<file path="src/rtl/gray_sync_decoder_if.sv">
`default_nettype none
// ============================================================================
// Module      : gray_sync_decoder_if
// Description : Bundle between a Gray-pointer source side and the
//               fast-domain decoder (Gray word, clear and decoded status).
// Revision    : 1.0  initial release
// ============================================================================
interface gray_sync_decoder_if #(
    parameter int W = 4
);
    logic [W-1:0] i_gray;       // synchronised Gray word
    logic         i_clr;        // synchronous clear
    logic [W-1:0] o_bin;        // last accepted value, binary
    logic         o_vld;        // one-cycle update strobe
    logic         o_dir;        // direction of last accepted step (1 = up)
    logic         o_err;        // sticky illegal-jump flag
    logic         o_init_done;  // first stable value captured

    // Source side: supplies the Gray word and clear, observes the status
    modport master (
        output i_gray, i_clr,
        input  o_bin, o_vld, o_dir, o_err, o_init_done
    );

    // Decoder side
    modport slave (
        input  i_gray, i_clr,
        output o_bin, o_vld, o_dir, o_err, o_init_done
    );
endinterface
`default_nettype wire

</file>
<file path="src/rtl/gray_sync_decoder.sv">
`default_nettype none
// ============================================================================
// Module      : gray_sync_decoder
// Description : Fast-domain consumer of an already 2-FF synchronised Gray
//               counter. Debounces the word, converts it to binary, accepts
//               only single +1 steps (wrap allowed) and raises a sticky error
//               on any other jump.
//               Optional build macro: GRAY_DEC_DOWN_EN -- when defined, -1
//               steps are also legal and reported with o_dir = 0.
// Revision    : 1.0  initial release
// ============================================================================
module gray_sync_decoder #(
    parameter int W          = 4,   // Gray/binary word width (2..16)
    parameter int STABLE_CYC = 2    // identical samples needed to accept (1..15)
) (
    input  logic                 i_clk,
    input  logic                 i_rst_n,
    gray_sync_decoder_if.slave   bus
);

    localparam logic [1:0] S_INIT  = 2'd0;
    localparam logic [1:0] S_TRACK = 2'd1;
    localparam logic [1:0] S_ERR   = 2'd2;

    localparam logic [3:0]   c_stable = 4'(STABLE_CYC);
    localparam logic [W-1:0] c_one    = {{(W-1){1'b0}}, 1'b1};
`ifdef GRAY_DEC_DOWN_EN
    localparam logic [W-1:0] c_minus1 = {W{1'b1}};
`endif

    logic [W-1:0] r_g_q;
    logic [W-1:0] r_cand;
    logic [3:0]   r_cnt;
    logic [1:0]   r_state;
    logic [W-1:0] r_bin;
    logic         r_vld;
    logic         r_dir;
    logic         r_err;
    logic         r_init_done;

    logic         w_stable;
    logic [W-1:0] w_cand_bin;
    logic [W-1:0] w_delta;

    // Gray to binary: each binary bit is the XOR of all Gray bits at or above it
    function automatic logic [W-1:0] gray2bin(input logic [W-1:0] g);
        logic [W-1:0] b;
        b[W-1] = g[W-1];
        for (int i = W - 2; i >= 0; i--) begin
            b[i] = b[i+1] ^ g[i];
        end
        return b;
    endfunction

    assign w_stable   = (r_cnt == c_stable);
    assign w_cand_bin = gray2bin(r_cand);
    assign w_delta    = w_cand_bin - r_bin;   // modulo 2^W by construction

    // Register the incoming word once more; tracking continues through clear
    always_ff @(posedge i_clk or negedge i_rst_n) begin
        if (!i_rst_n) begin
            r_g_q <= '0;
        end else begin
            r_g_q <= bus.i_gray;
        end
    end

    // Candidate tracker: count how long the registered word has stayed put
    always_ff @(posedge i_clk or negedge i_rst_n) begin
        if (!i_rst_n) begin
            r_cand <= '0;
            r_cnt  <= 4'd0;
        end else if (bus.i_clr) begin
            r_cand <= '0;
            r_cnt  <= 4'd0;
        end else if (r_g_q != r_cand) begin
            r_cand <= r_g_q;
            r_cnt  <= 4'd1;
        end else if (r_cnt < c_stable) begin
            r_cnt  <= r_cnt + 4'd1;
        end
    end

    // Acceptance FSM: initial capture, step checking and error lock-up
    always_ff @(posedge i_clk or negedge i_rst_n) begin
        if (!i_rst_n) begin
            r_state     <= S_INIT;
            r_bin       <= '0;
            r_vld       <= 1'b0;
            r_dir       <= 1'b0;
            r_err       <= 1'b0;
            r_init_done <= 1'b0;
        end else if (bus.i_clr) begin
            // o_bin and o_dir keep their value until the next capture
            r_state     <= S_INIT;
            r_vld       <= 1'b0;
            r_err       <= 1'b0;
            r_init_done <= 1'b0;
        end else begin
            r_vld <= 1'b0;
            case (r_state)
                S_INIT: begin
                    if (w_stable) begin
                        r_bin       <= w_cand_bin;
                        r_dir       <= 1'b1;
                        r_init_done <= 1'b1;
                        r_state     <= S_TRACK;
                    end
                end
                S_TRACK: begin
                    // A stable candidate equal to o_bin is the value already held
                    if (w_stable && (w_cand_bin != r_bin)) begin
                        if (w_delta == c_one) begin
                            r_bin <= w_cand_bin;
                            r_vld <= 1'b1;
                            r_dir <= 1'b1;
`ifdef GRAY_DEC_DOWN_EN
                        end else if (w_delta == c_minus1) begin
                            r_bin <= w_cand_bin;
                            r_vld <= 1'b1;
                            r_dir <= 1'b0;
`endif
                        end else begin
                            r_err   <= 1'b1;
                            r_state <= S_ERR;
                        end
                    end
                end
                S_ERR: begin
                    // Frozen until cleared; the input tracker keeps running
                end
                default: begin
                    r_state <= S_INIT;
                end
            endcase
        end
    end

    assign bus.o_bin       = r_bin;
    assign bus.o_vld       = r_vld;
    assign bus.o_dir       = r_dir;
    assign bus.o_err       = r_err;
    assign bus.o_init_done = r_init_done;

endmodule
`default_nettype wire

</file>
<file path="src/flat_wrapper.sv">
// flat-port wrapper written by rule: the top's interface ports become plain ports
module gray_sync_decoder_flat 
#(
    parameter int W          = 4,                                    
    parameter int STABLE_CYC = 2                                                 
)
  (i_clk, i_rst_n, bus_i_gray, bus_i_clr, bus_o_bin, bus_o_vld, bus_o_dir, bus_o_err, bus_o_init_done);
  gray_sync_decoder_if #(.W(W)) bus_i ();
  input  logic i_clk;
  input  logic i_rst_n;
  input wire logic [$bits(bus_i.i_gray)-1:0] bus_i_gray;
  input wire logic [$bits(bus_i.i_clr)-1:0] bus_i_clr;
  output wire logic [$bits(bus_i.o_bin)-1:0] bus_o_bin;
  output wire logic [$bits(bus_i.o_vld)-1:0] bus_o_vld;
  output wire logic [$bits(bus_i.o_dir)-1:0] bus_o_dir;
  output wire logic [$bits(bus_i.o_err)-1:0] bus_o_err;
  output wire logic [$bits(bus_i.o_init_done)-1:0] bus_o_init_done;
  assign bus_i.i_gray = bus_i_gray;
  assign bus_i.i_clr = bus_i_clr;
  assign bus_o_bin = bus_i.o_bin;
  assign bus_o_vld = bus_i.o_vld;
  assign bus_o_dir = bus_i.o_dir;
  assign bus_o_err = bus_i.o_err;
  assign bus_o_init_done = bus_i.o_init_done;
  gray_sync_decoder #(.W(W), .STABLE_CYC(STABLE_CYC)) u_core (.i_clk(i_clk), .i_rst_n(i_rst_n), .bus(bus_i));
endmodule
</file>
<file path="config.mk">
export PLATFORM = sky130hd
export DESIGN_NAME = gray_sync_decoder_flat
export DESIGN_NICKNAME = d
export VERILOG_FILES = /design/src/rtl/gray_sync_decoder_if.sv /design/src/rtl/gray_sync_decoder.sv /design/src/flat_wrapper.sv
export SDC_FILE = /design/constraint.sdc
export NUM_CORES = 1
export LEC_CHECK = 0
export CAP_MARGIN = 20
export CELL_PAD_IN_SITES_DETAIL_PLACEMENT = 1
export CELL_PAD_IN_SITES_GLOBAL_PLACEMENT = 2
export CORE_ASPECT_RATIO = 1.4
export CORE_MARGIN = 8
export CORE_UTILIZATION = 37
export CTS_BUF_LIST = sky130_fd_sc_hd__clkbuf_8 sky130_fd_sc_hd__clkbuf_16
export DETAILED_ROUTE_END_ITERATION = 8
export GPL_TIMING_DRIVEN = 0
export PLACE_DENSITY_LB_ADDON = 0.1
export REMOVE_ABC_BUFFERS = 1
export SETUP_SLACK_MARGIN = 0.5
export SYNTH_ARGS = -nofsm -noshare
export SYNTH_HDL_FRONTEND = slang
export SYNTH_SLANG_ARGS = --single-unit
</file>
<file path="constraint.sdc">
create_clock -name i_clk -period 4.9 [get_ports i_clk]
set_clock_uncertainty 0.2 [all_clocks]
set_input_delay 0.735 -clock i_clk [delete_from_list [all_inputs] [get_ports i_clk]]
set_output_delay 0.735 -clock i_clk [all_outputs]
set_load 0.05 [all_outputs]
</file>
==> impl_metrics.ini <==
[synth]
synth_sequential_area_ratio_pct = 51.70
yosys.area.top_type_share_pct = 51.70
postSynthRegisterBits = 22
synth_top_area_cell = dfrtp_1
synth.area.top_cells = dfrtp_1 52%, ha_1 5.9%, xnor2_1 5.8%
ys_types = 29
synth_warnings = 0
syn-cell-area_um2 = 1065
synth.avg_cell_area_um2 = 11.33
syn-instance-count = 94

[finish]
antenna_cells_inserted = 0
post_synthesis_to_final_layout_area_growth_pct = 26.44
post_layout_nonfiller_instances = 149
final-seq-area_um2 = 550.5
nNetsFinal = 126
multiInputGateArea_um2 = 480.5
layout-drive-gt1-share_pct = 8.036
fillCellCount = 317

[worst_setup_path]
worstPathRequired_ps = 4850
timing.critical_path.fanout_max = 4
crit_chain = xor2_1 -> xor2_1 -> xnor2_1 -> ha_1 -> fa_1 -> xnor2_1 -> nor3b_1 -> o21ai_1 -> a21boi_4 -> mux2_4
critical_path_buf_inv_count = 0
ff2ff_setup_slack_ps = 1630
r2r_start = u_core.r_cand[3]$_DFFE_PN0P_
crit_family = XOR/XNOR gates
worst_r2r_path_depth = 10
worst-setup-path-type = reg2reg
critical_path.slowest_cell = dfrtp_1
r2r_end = u_core.bus.o_bin[2]$_DFFE_PN0P_
critPathCaptureType = flop
crit_path_start_kind = flop
crit_arrival_ps = 3220
critical_path.max_stage_delay_ps = 440

[run_status]
outcome = complete, no violations

[placement]
pre_cts_slack_ps = 1577
gpl.final_weighted_congestion = 0.7303
dpl.cell_count = 144
post-dp-hpwl_um = 1599
placement.io_buffers = 14

[sta]
fmax_mhz = 305.7
worst_slack_ps = 1629
rsz0062_at_grt = no
final_hold_viol_count = 0
fin_crit_sh_pct = 66.76
drv_slew = 0
finalHoldWorstSlack_ps = 278.1
final.setup.tns_ps = 0
worst_slew_pin_slew_ps = 507.2
final_period_minus_worst_setup_slack_ps = 3271
max-slew-margin-rel_pct = 66.08
final-setup-viol-count = 0

[hold_path]
hp-class = reg2reg
timing.hold.worst.start = u_core.bus.o_dir$_DFFE_PN0P_
hold-path-cell-count = 1
worst_hold_path.endpoint = u_core.bus.o_dir$_DFFE_PN0P_

[route]
post-route-drc-count = 0
detail_route.iter0.violations = 5
route.detailed.wl_per_inst_um = 13.67
post_drt_via_cell_ratio = 4.819
drtAntennaViolNets = 0
dr_vias = 718
totalWireLength_um = 2037
first_pass_iters = 3

[power]
share_clk_of_total_power_pct = 36.0
sw_frac_of_total_pct = 25.97
total_leakage_power_nw = 0.5905
power.share.combinational_pct = 20.6
peakVddDrop_uv = 160.9
internal-power_mw = 0.3392
power_frac_seq_pct = 43.4
switching_power_mw = 0.1190
power_density_nw_per_um2 = 340.4
power_mw = 0.4582

[clock_tree]
cts.sinks = 22
post-cts-setup-buffer-count = 0
h-tree-depth = 1
cts-buffers-inserted = 3
clock_insertion_delay_worst_skew_ps = 250
number_of_buffers_on_the_longest_clock_path = 2
cts_tree = yes
clk_root_buffer_cell = clkbuf_8
post_cts_resized = 0
cts_hold_repair.buffers = 0
clock_transition_at_the_register_clock_pins_on_the_worst_setup_and_hold_paths_after_cts_ps = 80

[die]
ios = 15
die_y_um = 79.48
placeable_core_region_um2 = 2791
die-area_um2 = 4875
placementRows = 23
die_w_um = 61.34
start_util_pct = 38.14

[global_routing]
largest_net_degree_at_the_start_of_global_routing = 23
grt_pass1_wl_um = 3553
via_count_of_the_first_global_routing_pass = 818
grtUsageTotal_pct = 9.557
grt.overflow.total = 0
number_of_antenna_violations_at_the_first_check_in_global_routing = 0

[flow_run]
cap_violations = 0
[worst reg2reg max path: cells and delay by family (launching register included)]
kind | cells | cell delay [ps]
simple gates | 1 | 240
fa+ha+maj | 2 | 600
flops | 1 | 440
compound gates | 2 | 490
xor+xnor | 4 | 880
mux | 1 | 320
[power groups by stage]
| stage | sequential, mW | combinational, mW | clock, mW |
|---|---|---|---|
| final | 0.199 | 0.0946 | 0.165 |
| after global placement | 0.202 | 0.0910 | 0 |
| after floorplan | 0.220 | 0.0435 | 0 |
| after detailed placement | 0.203 | 0.0937 | 0 |
| after global routing | 0.200 | 0.106 | 0.175 |
| after CTS | 0.199 | 0.0941 | 0.170 |
[state kept, by name, indices dropped and copies added (netlist names)]
| signal | count |
|---|---|
| u_core.bus.o_bin | 4 |
| u_core.r_cand | 4 |
| u_core.r_cnt | 4 |
| u_core.r_g_q | 4 |
| u_core.r_state | 2 |
| u_core.bus.o_dir | 1 |
| u_core.bus.o_err | 1 |
| u_core.bus.o_init_done | 1 |
| u_core.bus.o_vld | 1 |
[Yosys cell counts]
cell / number
nand3b_1: 1
o21a_1: 2
mux2i_1: 2
o21ai_0: 1
o21ai_1: 1
nor2b_1: 4
xor2_1: 3
a2111oi_4: 1
a31oi_1: 1
nor3_1: 3
nand2_1: 3
nand3_1: 3
nor2_1: 11
a21oi_1: 4
nand4_1: 1
and3_2: 1
a21boi_4: 1
mux2_4: 1
or2_1: 1
dfrtp_1: 22
fa_1: 1
inv_1: 8
a311o_1: 1
clkbuf_1: 1
mux2_1: 1
nor3b_1: 2
and2_1: 1
xnor2_1: 7
ha_1: 5
[stage by stage]
stage	util, %	cell area [µm²]
floorplan	-	1061
global placement	44.69	1247
detailed placement	44.69	1247
CTS	47.24	1319
global route	48.23	1346
finish	48.23	1346
[logic make-up (layout without fill, tap and decap cells)]
family / after synthesis / in the layout / synth area share [%]
AO/OA/AOI/OAI: 12 / 12 / 10.11
XOR/XNOR: 10 / 10 / 8.226
AND/OR/NAND/NOR: 31 / 31 / 14.69
multiplexers: 4 / 4 / 4.347
adder cells (fa/ha/maj): 6 / 6 / 7.756
buffers and inverters: 9 / 27 / 3.173
flip-flops: 22 / 22 / 51.70
[area by class of cell]
cell class	instances	area share, %
Multi-Input combinational cell	63	35.69
Clock inverter	1	2.230
Clock buffer	3	3.067
Sequential cell	22	40.89
Tap cell	37	3.439
Timing Repair Buffer	15	12.45
Inverter	8	2.230
[routing by layer]
metal	wire length [µm]	global-route usage, %
met4	16	3.432
met5	0	0
met1	760	9.560
met2	1165	17.65
met3	94	2.742
[placed cells by master, fill, tap and decap left out, types with 2 or more instances in the layout]
master,Yosys,routed
a21oi_1,4,4
clkbuf_8,0,3
clkdlybuf4s50_1,0,14
dfrtp_1,22,22
ha_1,5,5
inv_1,8,8
mux2i_1,2,2
nand2_1,3,3
nand3_1,3,3
nor2_1,11,11
nor2b_1,4,4
nor3_1,3,3
nor3b_1,2,2
o21a_1,2,2
xnor2_1,7,7
xor2_1,3,3
[how the worst max path moves through the flow]
stage	startpoint	endpoint	cells after the start
finish	u_core.r_cand[3]$_DFFE_PN0P_	u_core.bus.o_bin[2]$_DFFE_PN0P_	10
floorplan	u_core.r_cand[3]$_DFFE_PN0P_	u_core.bus.o_bin[2]$_DFFE_PN0P_	10
global route	u_core.r_cand[3]$_DFFE_PN0P_	u_core.bus.o_bin[2]$_DFFE_PN0P_	10
CTS	u_core.r_cand[3]$_DFFE_PN0P_	u_core.bus.o_bin[2]$_DFFE_PN0P_	10
global placement	u_core.r_cand[3]$_DFFE_PN0P_	u_core.bus.o_bin[2]$_DFFE_PN0P_	10
detailed placement	u_core.r_cand[3]$_DFFE_PN0P_	u_core.bus.o_bin[2]$_DFFE_PN0P_	10
Note: power is estimated with default switching activity, not from simulation.
